--- src/rtl/life_tracker.sv ---
// rtl/life_tracker.sv - ship life counter with invulnerability window and game-over latch
// Optional blink of the ship sprite during invulnerability: define LIFE_TRACKER_BLINK_EN.
module life_tracker #(
  parameter int LIVES         = 3,
  parameter int INVULN_FRAMES = 120,
  parameter int BLINK_FRAMES  = 8
) (
  input  logic       pclk,
  input  logic       rst,
  input  logic       vsync_in,
  input  logic       hit_in,
  input  logic       restart_in,
  output logic [3:0] dead_count,
  output logic       life_lost,
  output logic       invuln,
  output logic       ship_visible,
  output logic       game_over
);

  typedef enum logic [1:0] {
    S_ALIVE     = 2'd0,
    S_INVULN    = 2'd1,
    S_GAME_OVER = 2'd2
  } state_t;

  localparam logic [3:0] LIVES_C     = 4'(LIVES);
  localparam logic [9:0] INVULN_LAST = 10'(INVULN_FRAMES - 1);

  // Out-of-range parameters would silently truncate the counters, so refuse to elaborate.
  if (LIVES < 1 || LIVES > 15) begin : g_bad_lives
    $error("life_tracker: LIVES must be 1..15");
  end
  if (INVULN_FRAMES < 1 || INVULN_FRAMES >= 1024) begin : g_bad_invuln
    $error("life_tracker: INVULN_FRAMES must be 1..1023");
  end
  if (BLINK_FRAMES < 1 || BLINK_FRAMES >= 64) begin : g_bad_blink
    $error("life_tracker: BLINK_FRAMES must be 1..63");
  end

  state_t     state_q;
  logic [3:0] dead_count_q;
  logic [3:0] dead_count_d;
  logic       life_lost_q;
  logic       invuln_q;
  logic       ship_visible_q;
  logic       game_over_q;
  logic [9:0] frame_cnt_q;
  logic       hit_prev_q;
  logic       vsync_prev_q;
  logic       hit_block_q;
  logic       hit_rise;
  logic       frame_tick;

`ifdef LIFE_TRACKER_BLINK_EN
  localparam logic [5:0] BLINK_LAST  = 6'(BLINK_FRAMES - 1);
  localparam logic       ENTRY_VIS   = 1'b0;
  logic [5:0] blink_cnt_q;
`else
  localparam logic       ENTRY_VIS   = 1'b1;
`endif

  // A hit already held while reset is applied must not count as a rise once reset lifts,
  // so the first post-reset cycle is masked when hit_in was high during reset.
  assign hit_rise   = hit_in & ~hit_prev_q & ~hit_block_q;
  assign frame_tick = vsync_in & ~vsync_prev_q;

  // Saturating increment; dead_count never passes LIVES.
  assign dead_count_d = (dead_count_q == LIVES_C) ? dead_count_q : dead_count_q + 4'd1;

  // Edge-detect history for hit and vsync, plus the reset-release hit mask.
  always_ff @(posedge pclk) begin
    if (rst) begin
      hit_prev_q   <= 1'b0;
      vsync_prev_q <= 1'b0;
      hit_block_q  <= hit_in;
    end else begin
      hit_prev_q   <= hit_in;
      vsync_prev_q <= vsync_in;
      hit_block_q  <= 1'b0;
    end
  end

  // Life FSM with registered outputs; restart overrides any hit in the same cycle.
  always_ff @(posedge pclk) begin
    if (rst || restart_in) begin
      state_q        <= S_ALIVE;
      dead_count_q   <= 4'd0;
      life_lost_q    <= 1'b0;
      invuln_q       <= 1'b0;
      ship_visible_q <= 1'b1;
      game_over_q    <= 1'b0;
      frame_cnt_q    <= 10'd0;
`ifdef LIFE_TRACKER_BLINK_EN
      blink_cnt_q    <= 6'd0;
`endif
    end else begin
      life_lost_q <= 1'b0;
      case (state_q)
        S_ALIVE: begin
          if (hit_rise) begin
            dead_count_q <= dead_count_d;
            life_lost_q  <= 1'b1;
            if (dead_count_d == LIVES_C) begin
              state_q        <= S_GAME_OVER;
              game_over_q    <= 1'b1;
              ship_visible_q <= 1'b0;
            end else begin
              state_q        <= S_INVULN;
              invuln_q       <= 1'b1;
              ship_visible_q <= ENTRY_VIS;
              frame_cnt_q    <= 10'd0;
`ifdef LIFE_TRACKER_BLINK_EN
              blink_cnt_q    <= 6'd0;
`endif
            end
          end
        end
        S_INVULN: begin
          if (frame_tick) begin
            if (frame_cnt_q == INVULN_LAST) begin
              state_q        <= S_ALIVE;
              invuln_q       <= 1'b0;
              ship_visible_q <= 1'b1;
            end else begin
              frame_cnt_q <= frame_cnt_q + 10'd1;
`ifdef LIFE_TRACKER_BLINK_EN
              if (blink_cnt_q == BLINK_LAST) begin
                blink_cnt_q    <= 6'd0;
                ship_visible_q <= ~ship_visible_q;
              end else begin
                blink_cnt_q <= blink_cnt_q + 6'd1;
              end
`endif
            end
          end
        end
        S_GAME_OVER: begin
          dead_count_q <= LIVES_C;
        end
        default: begin
          state_q        <= S_ALIVE;
          invuln_q       <= 1'b0;
          game_over_q    <= 1'b0;
          ship_visible_q <= 1'b1;
        end
      endcase
    end
  end

  assign dead_count   = dead_count_q;
  assign life_lost    = life_lost_q;
  assign invuln       = invuln_q;
  assign ship_visible = ship_visible_q;
  assign game_over    = game_over_q;

endmodule

--- config.mk ---
export PLATFORM = sky130hd
export DESIGN_NAME = life_tracker
export DESIGN_NICKNAME = d
export VERILOG_FILES = /design/src/rtl/life_tracker.sv
export SDC_FILE = /design/constraint.sdc
export NUM_CORES = 1
export LEC_CHECK = 0
export CELL_PAD_IN_SITES_DETAIL_PLACEMENT = 0
export CELL_PAD_IN_SITES_GLOBAL_PLACEMENT = 2
export CORE_AREA = 8 8 65 67
export DETAILED_ROUTE_END_ITERATION = 10
export DIE_AREA = 0 0 73 75
export DONT_BUFFER_PORTS = 1
export PLACE_DENSITY = 0.81
export SLEW_MARGIN = 20
export SYNTH_ARGS = -nofsm -noshare
export SYNTH_HDL_FRONTEND = slang
export SYNTH_SLANG_ARGS = --single-unit
--- constraint.sdc ---
create_clock -name pclk -period 4.1 [get_ports pclk]
set_input_delay 0.82 -clock pclk [delete_from_list [all_inputs] [get_ports pclk]]
set_output_delay 0.82 -clock pclk [all_outputs]
set_load 0.05 [all_outputs]
==> results.ini, run 1 <==
[detailed_routing]
vias=1020
remaining_drc_errors=0
vias_per_cell=5.37
drt-total-wl_mm=2.75
ant_nets=0
drt_iter0_drc=38
drtPass1Iterations=4
wl_per_cell_um=14.5

[cts]
root_buffer=clkbuf_4
post_cts_buffers=0
clockBufferDepth=2
htree_levels=1
hold_buffers=0
cts_buffers=3
clock_latency_ns=0.31
cts_resized=0
cts.sink_count=23
clk_pin_slew_ns=0.13
tritoncts=built

[power]
p_seq_share_pct=55.7
powerDensity_nw_per_um2=339
p_int_mw=0.297
p_comb_share_pct=19.9
peakVddDrop_uv=157
leakagePower_nw=0.442
clkPwrFrac_pct=24.4
p_sw_mw=0.145
swShare_pct=32.8

[finish]
area_delta_synth_final_pct=5.89
final_area_sq_um=1310
fillers=342
final_cell_mix=dfxtp_1 (23), nor2_1 (14), nand2_1 (12)
n_antenna_cell=0
drive_gt1_share_pct=7.64
final_common_cell=dfxtp_1
num-nets-final=155

[worst_setup_path]
end_kind=register
r2r_slack_ns=1.75
reg2regPathDepth=6
path_cells=ha_1 -> xor2_1 -> o32a_4 -> o221ai_4 -> nor3_1 -> o221a_1
critPathArrivalTime_ns=2.57
cp_num_buf_inv=0
path_class=register to register
cp_slowest_cell=dfxtp_1
critPathRequiredTime_ns=4.32
worstSetupStartpointType=register
crit_family=compound AO/OA/AOI/OAI gates
rr_startpoint=dead_count[0]$_SDFFE_PP0P_
crit_fanout=10
worstSetupStartpoint=dead_count[0]$_SDFFE_PP0P_
critPathMaxStageDelay_ns=0.79
r2r_end=frame_cnt_q[6]$_SDFFE_PP0P_

[floorplanning]
start_util_pct=38.1
ios=13
die_h_um=75
core_sq_um=3230
dieArea_sq_um=5480
rows=21
dieWidth_um=73

[yosys]
netlist_area_sq_um=1230
yosys.area.top_type_share_pct=37.4
synth_top_flop_cell=dfxtp_1
netlist_instances=143
syn_nets=153
synth_edf_count=0
synth_largest_area_cell=dfxtp_1
synth_seq_cells=23
synth_area_per_cell_sq_um=8.62
async_flop_share_pct=0
yosysUniqueCellTypes=42
ys_seq_area_share_pct=37.4
netlist_top_cells_area=dfxtp_1 (37%), ha_1 (5.1%), nor2_1 (4.3%)
synth_warnings=0

[global_route]
grt_pass1_vias=1035
grt-ovfl-total=0
grt_pass1_wl_mm=4.88
track_usage_pct=11.4
antenna_found_initial=0
grt_max_degree=15

[job]
maxCapViolCount=0

[timing]
maxSlewHeadroom_pct=36.1
setup_tns_ns=0
skew_ns=0.00483
final.setup.worst_slack_ns=1.75
hold_viol=0
slew_violations=0
min_period_ns=2.35
tightest_slew_ns=0.955
period_share_pct=57.3
fmax_ghz=0.426
setup_violations=0
rsz0062_at_grt=no

[placement]
dpl_cell_area_sq_um=1280
gp_congestion=0.763
port_buffers=0
place_ws_ns=1.76
dp_hpwl_mm=2.07

[outcome]
outcome=complete, no violations

[hold_path]
worstHoldPathType=register to register
whs_path_depth=2
whs_endpoint=frame_cnt_q[9]$_SDFFE_PP0P_
holdCritStartpoint=frame_cnt_q[9]$_SDFFE_PP0P_

==> through the flow <==
stage,util [%],hold slack [ns],power [mW],instances
2_1_floorplan,-,0.464,0.320,143
3_3_place_gp,39.5,0.481,0.338,186
3_5_place_dp,39.5,0.491,0.340,186
4_1_cts,40.4,0.510,0.446,190
5_1_grt,40.4,0.528,0.471,190
6_report,40.4,0.505,0.442,190
==> worst register-to-register path: stages, from the launching register on <==
cell and delay [ns]:
dfxtp_1 0.79, ha_1 0.34, xor2_1 0.09, o32a_4 0.37, o221ai_4 0.31, nor3_1 0.11
o221a_1 0.25
==> worst max path at each step <==
stage / end / depth (start not counted)
floorplan: frame_cnt_q[8]$_SDFFE_PP0P_ / 6
global placement: frame_cnt_q[8]$_SDFFE_PP0P_ / 6
detailed placement: frame_cnt_q[6]$_SDFFE_PP0P_ / 6
CTS: frame_cnt_q[6]$_SDFFE_PP0P_ / 6
global route: frame_cnt_q[6]$_SDFFE_PP0P_ / 6
finish: frame_cnt_q[6]$_SDFFE_PP0P_ / 6
==> cell type report <==
type | count | area [sq um] | share of cell area [%]
multi-input cells | 109 | 729 | 55.9
flip-flops and latches | 23 | 460 | 35.3
inverters | 8 | 30.0 | 2.30
clock buffers | 3 | 22.5 | 1.73
well taps | 46 | 57.6 | 4.41
clock inverters | 1 | 5.00 | 0.384
==> Yosys cell counts (3+ instances only) <==
| library cell | n |
|---|---|
| inv_1 | 7 |
| or3_1 | 4 |
| nor3_1 | 3 |
| nand3_1 | 6 |
| nand2_1 | 12 |
| nor2_1 | 14 |
| o221a_1 | 3 |
| ha_1 | 5 |
| dfxtp_1 | 23 |
| nor2b_1 | 4 |
| o21ai_1 | 4 |
| o22ai_1 | 3 |
| a211oi_1 | 4 |
| nand2b_1 | 3 |
| o21ai_0 | 8 |
| a21oi_1 | 7 |
==> cells by family (layout without fill, tap and decap cells) <==
logic type               count (synthesis)  count (layout)  synth area share, %
multiplexers                             3               3                 2.54
adder cells (fa/ha/maj)                  5               5                 5.08
flip-flops                              23              23                 37.4
buffers and inverters                   11              12                 3.45
XOR/XNOR                                 1               1                0.711
AO/OA/AOI/OAI                           42              42                 26.2
AND/OR/NAND/NOR                         58              58                 24.7
==> power by group through the flow <==
stage	Sequential (mW)	Combinational [mW]	Clock, mW
after detailed placement	0.251	0.0888	0
after global placement	0.251	0.0873	0
after CTS	0.246	0.0889	0.111
final	0.246	0.0879	0.108
after global routing	0.247	0.101	0.123
after floorplan	0.250	0.0699	0
==> registers in the layout, summed over array words and instances (netlist names) <==
register and flops:
dead_count 4, frame_cnt_q 10, game_over 1, hit_block_q 1, hit_prev_q 1, invuln 1
life_lost 1, ship_visible 1, state_q 2, vsync_prev_q 1
==> per-layer routing <==
layer | up-vias | global-route usage [%] | wire length (um)
met5 | - | 0 | 0
met4 | 0 | 5.33 | 45
met3 | 4 | 3.06 | 108
met2 | 8 | 20.4 | 1390
met1 | 482 | 12.3 | 1210
li1 | 526 | - | -
(Power assumes the default switching activity.)
==> run 2, diff against run 1 <==
--- a/config.mk
+++ b/config.mk
@@ -7,11 +7,11 @@
 export LEC_CHECK = 0
 export CELL_PAD_IN_SITES_DETAIL_PLACEMENT = 0
 export CELL_PAD_IN_SITES_GLOBAL_PLACEMENT = 2
-export CORE_AREA = 8 8 65 67
+export CORE_AREA = 8 8 71 73
 export DETAILED_ROUTE_END_ITERATION = 10
-export DIE_AREA = 0 0 73 75
+export DIE_AREA = 0 0 79 81
 export DONT_BUFFER_PORTS = 1
-export PLACE_DENSITY = 0.81
+export PLACE_DENSITY = 0.71
 export SLEW_MARGIN = 20
 export SYNTH_ARGS = -nofsm -noshare
 export SYNTH_HDL_FRONTEND = slang
==> constraint.sdc (replaced) <==
create_clock -name pclk -period 2.1 [get_ports pclk]
set_input_delay 0.42 -clock pclk [delete_from_list [all_inputs] [get_ports pclk]]
set_output_delay 0.42 -clock pclk [all_outputs]
set_load 0.05 [all_outputs]
==> results.ini, run 2 (synthesis results as in run 1) <==
[outcome]
outcome=complete, no violations

[timing]
slew_violations=0
setup_violations=0
hold_viol=0
min_period_ns=1.83
setup_tns_ns=0
skew_ns=0.00463
tightest_slew_ns=0.516
maxSlewHeadroom_pct=65.5
whs_ns=0.207
period_share_pct=87.3
final.setup.worst_slack_ns=0.267
fmax_ghz=0.546
rsz0062_at_grt=no

[cts]
tritoncts=built
cts_resized=0
root_buffer=clkbuf_8
hold_buffers=0
htree_levels=1
clock_latency_ns=0.27
clockBufferDepth=2
cts_buffers=3
cts.sink_count=23
post_cts_buffers=0
clk_pin_slew_ns=0.09

[global_route]
grt-ovfl-total=0
grt_pass1_vias=1054
grt_pass1_wl_mm=4.98
antenna_found_initial=0
grt_max_degree=14
track_usage_pct=9.80

[power]
peakVddDrop_uv=543
leakagePower_nw=0.493
powerDensity_nw_per_um2=681

[hold_path]
worstHoldPathType=primary input to register
holdCritStartpoint=rst

[detailed_routing]
vias_per_cell=5.33
vias=1076
drt-total-wl_mm=2.88
drt_iter0_drc=113
remaining_drc_errors=0
wl_per_cell_um=14.3
ant_nets=0
drtPass1Iterations=4

[worst_setup_path]
crit_fanout=10
rr_startpoint=dead_count[0]$_SDFFE_PP0P_
crit_family=compound AO/OA/AOI/OAI gates
reg2regPathDepth=6
path_cells=ha_1 -> clkinv_1 -> o32a_4 -> o221ai_4 -> nor3_1 -> o221a_1
critPathMaxStageDelay_ns=0.40
cp_num_buf_inv=1
critPathRequiredTime_ns=2.27
r2r_end=frame_cnt_q[8]$_SDFFE_PP0P_
crit_end=frame_cnt_q[8]$_SDFFE_PP0P_
worstSetupStartpointType=register
r2r_slack_ns=0.27
cp_slowest_cell=o32a_4
path_class=register to register
worstSetupStartpoint=dead_count[0]$_SDFFE_PP0P_
end_kind=register
cp.depth=6
critPathArrivalTime_ns=2.00

[placement]
dp_hpwl_mm=2.18
place_ws_ns=0.269
dpl_cell_area_sq_um=1350
gp_congestion=0.767
place_inst=198
port_buffers=0

[finish]
instances_no_fill=202
largest_reg_flops=10
final_cell_mix=dfxtp_1 (21), nor2_1 (14), nand2_1 (12)
num-nets-final=163
top_register=frame_cnt_q
final_area_sq_um=1390
final_common_cell=dfxtp_1
area_delta_synth_final_pct=12.9
drive_gt1_share_pct=13.8
fillers=432
n_antenna_cell=0

[floorplanning]
rows=23
start_util_pct=31.5
die_h_um=81
dieArea_sq_um=6400
core_sq_um=3910
ios=13
dieWidth_um=79

[job]
maxCapViolCount=0

[run 2: worst min-delay path by stage]
stage          slack, ns                     endpoint  cells past startpoint
6_report            0.21      vsync_prev_q$_SDFF_PP0_                      1
3_3_place_gp        0.47  frame_cnt_q[9]$_SDFFE_PP0P_                      2
5_1_grt             0.19      vsync_prev_q$_SDFF_PP0_                      1
3_5_place_dp        0.49  frame_cnt_q[9]$_SDFFE_PP0P_                      2
2_1_floorplan       0.46  frame_cnt_q[5]$_SDFFE_PP0P_                      2
4_1_cts             0.20      vsync_prev_q$_SDFF_PP0_                      1
[run 2: per-stage QoR]
stage	util, %	power, mW
after CTS	35.5	0.959
after floorplan	-	0.624
final	35.5	0.948
after global placement	34.4	0.673
after global routing	35.5	1.00
after detailed placement	34.4	0.674
[run 2: final cells by class]
cell class,count,area (sq um),area share (%)
timing repair buffer,8,60.1,4.32
clock buffer,3,41.3,2.97
tap,50,62.6,4.50
sequential,23,463,33.3
multi-input combinational,109,729,52.4
clock inverter,1,5.00,0.360
inverter,8,30.0,2.16
[run 2: metal layers]
layer	track usage, %	wire (um)	vias up
met2	17.7	1450	17
met3	3.86	153	2
met1	10.6	1260	515
met5	0	0	-
li1	-	-	542
met4	2.22	16	0
[run 2: report_power, final]
part / total (mW) / internal (mW) / leakage, nW / switching [mW]
combinational: 0.193 / 0.0697 / 0.280 / 0.123
clock: 0.285 / 0.133 / 0.0255 / 0.152
sequential: 0.470 / 0.449 / 0.188 / 0.0210
==> run 3, diff against run 2 <==
--- a/config.mk
+++ b/config.mk
@@ -8,6 +8,7 @@
 export CELL_PAD_IN_SITES_DETAIL_PLACEMENT = 0
 export CELL_PAD_IN_SITES_GLOBAL_PLACEMENT = 2
 export CORE_AREA = 8 8 71 73
+export CTS_BUF_LIST = sky130_fd_sc_hd__clkbuf_16
 export DETAILED_ROUTE_END_ITERATION = 10
 export DIE_AREA = 0 0 79 81
 export DONT_BUFFER_PORTS = 1
==> results.ini, run 3 (synthesis results as in run 1) <==
[outcome]
outcome=complete, no violations

[timing]
period_share_pct=87.3
final.setup.worst_slack_ns=0.266
whs_ns=0.225
maxSlewHeadroom_pct=65.6
min_period_ns=1.83
slew_violations=0
skew_ns=0.00396
fmax_ghz=0.545
rsz0062_at_grt=no
setup_violations=0
hold_viol=0
tightest_slew_ns=0.516
setup_tns_ns=0

[finish]
num-nets-final=163
largest_reg_flops=10
top_register=frame_cnt_q
final_common_cell=dfxtp_1
final_cell_mix=dfxtp_1 (21), nor2_1 (14), nand2_1 (12)
area_delta_synth_final_pct=15.6
n_antenna_cell=0
final_util_pct=36.4
fillers=426
drive_gt1_share_pct=13.8

[worst_setup_path]
r2r_end=frame_cnt_q[8]$_SDFFE_PP0P_
crit_fanout=10
critPathMaxStageDelay_ns=0.40
path_class=register to register
cp_slowest_cell=o32a_4
crit_family=compound AO/OA/AOI/OAI gates
reg2regPathDepth=6
r2r_slack_ns=0.27
critPathRequiredTime_ns=2.25
path_cells=ha_1 -> clkinv_1 -> o32a_4 -> o221ai_4 -> nor3_1 -> o221a_1
end_kind=register
worstSetupStartpointType=register
cp_num_buf_inv=1
critPathArrivalTime_ns=1.98
rr_startpoint=dead_count[0]$_SDFFE_PP0P_

[hold_path]
holdCritStartpoint=rst
worstHoldPathType=primary input to register
whs_endpoint=vsync_prev_q$_SDFF_PP0_
whs_path_depth=1

[power]
p_sw_mw=0.310
clkPwrFrac_pct=38.9
p_seq_share_pct=43.3
leakagePower_nw=0.508
swShare_pct=28.5
p_comb_share_pct=17.8
powerDensity_nw_per_um2=761
peakVddDrop_uv=630
p_int_mw=0.775

[global_route]
track_usage_pct=9.80
antenna_found_initial=0
grt_pass1_wl_mm=4.98
grt-ovfl-total=0
grt_max_degree=14
grt_pass1_vias=1056

[cts]
cts_resized=0
cts_buffers=3
htree_levels=1
hold_buffers=0
post_cts_buffers=0
clockBufferDepth=2
root_buffer=clkbuf_16
tritoncts=built
clock_latency_ns=0.26
clk_pin_slew_ns=0.06
cts.sink_count=23

[detailed_routing]
wl_per_cell_um=14.3
drt-total-wl_mm=2.89
remaining_drc_errors=0
wl_met1_mm=1.26
dr_wl_met2_mm=1.46
vias_per_cell=5.34
dr.max_layer_used=met4
drt_iter0_drc=95
vias=1079
wl_met3_um=152
ant_nets=0
drtPass1Iterations=4

[job]
maxCapViolCount=0

[floorplanning]
core_sq_um=3910
dieWidth_um=79
ios=13
start_util_pct=31.5
die_h_um=81
rows=23
dieArea_sq_um=6400

[placement]
dp_hpwl_mm=2.18
place_ws_ns=0.269
gp_congestion=0.767
port_buffers=0

==> run 3: cell counts in the layout (fill, tap and decap cells not counted) <==
Identical to the previous run, type by type.
==> run 3: final cells by class <==
cell class	count	area (sq um)	area share [%]
Multi-Input combinational cell	109	729	51.2
Sequential cell	23	463	32.5
Clock buffer	3	75.1	5.27
Tap cell	50	62.6	4.39
Timing Repair Buffer	8	60.1	4.21
Inverter	8	30.0	2.11
Clock inverter	1	5.00	0.351
==> run 3: how the worst max path moves through the flow <==
stage	to	slack [ns]	cells past startpoint	from
2_1_floorplan	frame_cnt_q[8]$_SDFFE_PP0P_	0.18	6	dead_count[0]$_SDFFE_PP0P_
3_5_place_dp	frame_cnt_q[8]$_SDFFE_PP0P_	0.27	6	dead_count[0]$_SDFFE_PP0P_
6_report	frame_cnt_q[8]$_SDFFE_PP0P_	0.27	6	dead_count[0]$_SDFFE_PP0P_
5_1_grt	frame_cnt_q[8]$_SDFFE_PP0P_	0.16	6	dead_count[0]$_SDFFE_PP0P_
4_1_cts	frame_cnt_q[8]$_SDFFE_PP0P_	0.26	6	dead_count[0]$_SDFFE_PP0P_
3_3_place_gp	frame_cnt_q[8]$_SDFFE_PP0P_	0.29	6	dead_count[0]$_SDFFE_PP0P_
==> run 3: worst reg2reg max path, stage by stage (launching register included) <==
cell	delay, ns
dfxtp_2	0.32
ha_1	0.27
clkinv_1	0.08
o32a_4	0.40
o221ai_4	0.30
nor3_1	0.11
o221a_1	0.25
==> run 3: layer usage <==
metal,vias to the layer above,global-route usage [%]
met1,510,10.6
li1,542,-
met5,-,0
met4,0,2.22
met2,23,17.6
met3,4,3.86
==> run 3: power by group through the flow <==
| stage | clock network, mW | registers (mW) | logic (mW) |
|---|---|---|---|
| floorplan | 0 | 0.488 | 0.136 |
| finish | 0.422 | 0.470 | 0.193 |
| global route | 0.452 | 0.472 | 0.215 |
| CTS | 0.431 | 0.471 | 0.194 |
| global placement | 0 | 0.480 | 0.193 |
| detailed placement | 0 | 0.481 | 0.193 |
==> run 3: stage by stage <==
step | power, mW | instance area (sq um) | instances
global route | 1.14 | 1430 | 202
global placement | 0.673 | 1350 | 198
finish | 1.09 | 1430 | 202
CTS | 1.10 | 1430 | 202
floorplan | 0.624 | 1230 | 143
detailed placement | 0.674 | 1350 | 198
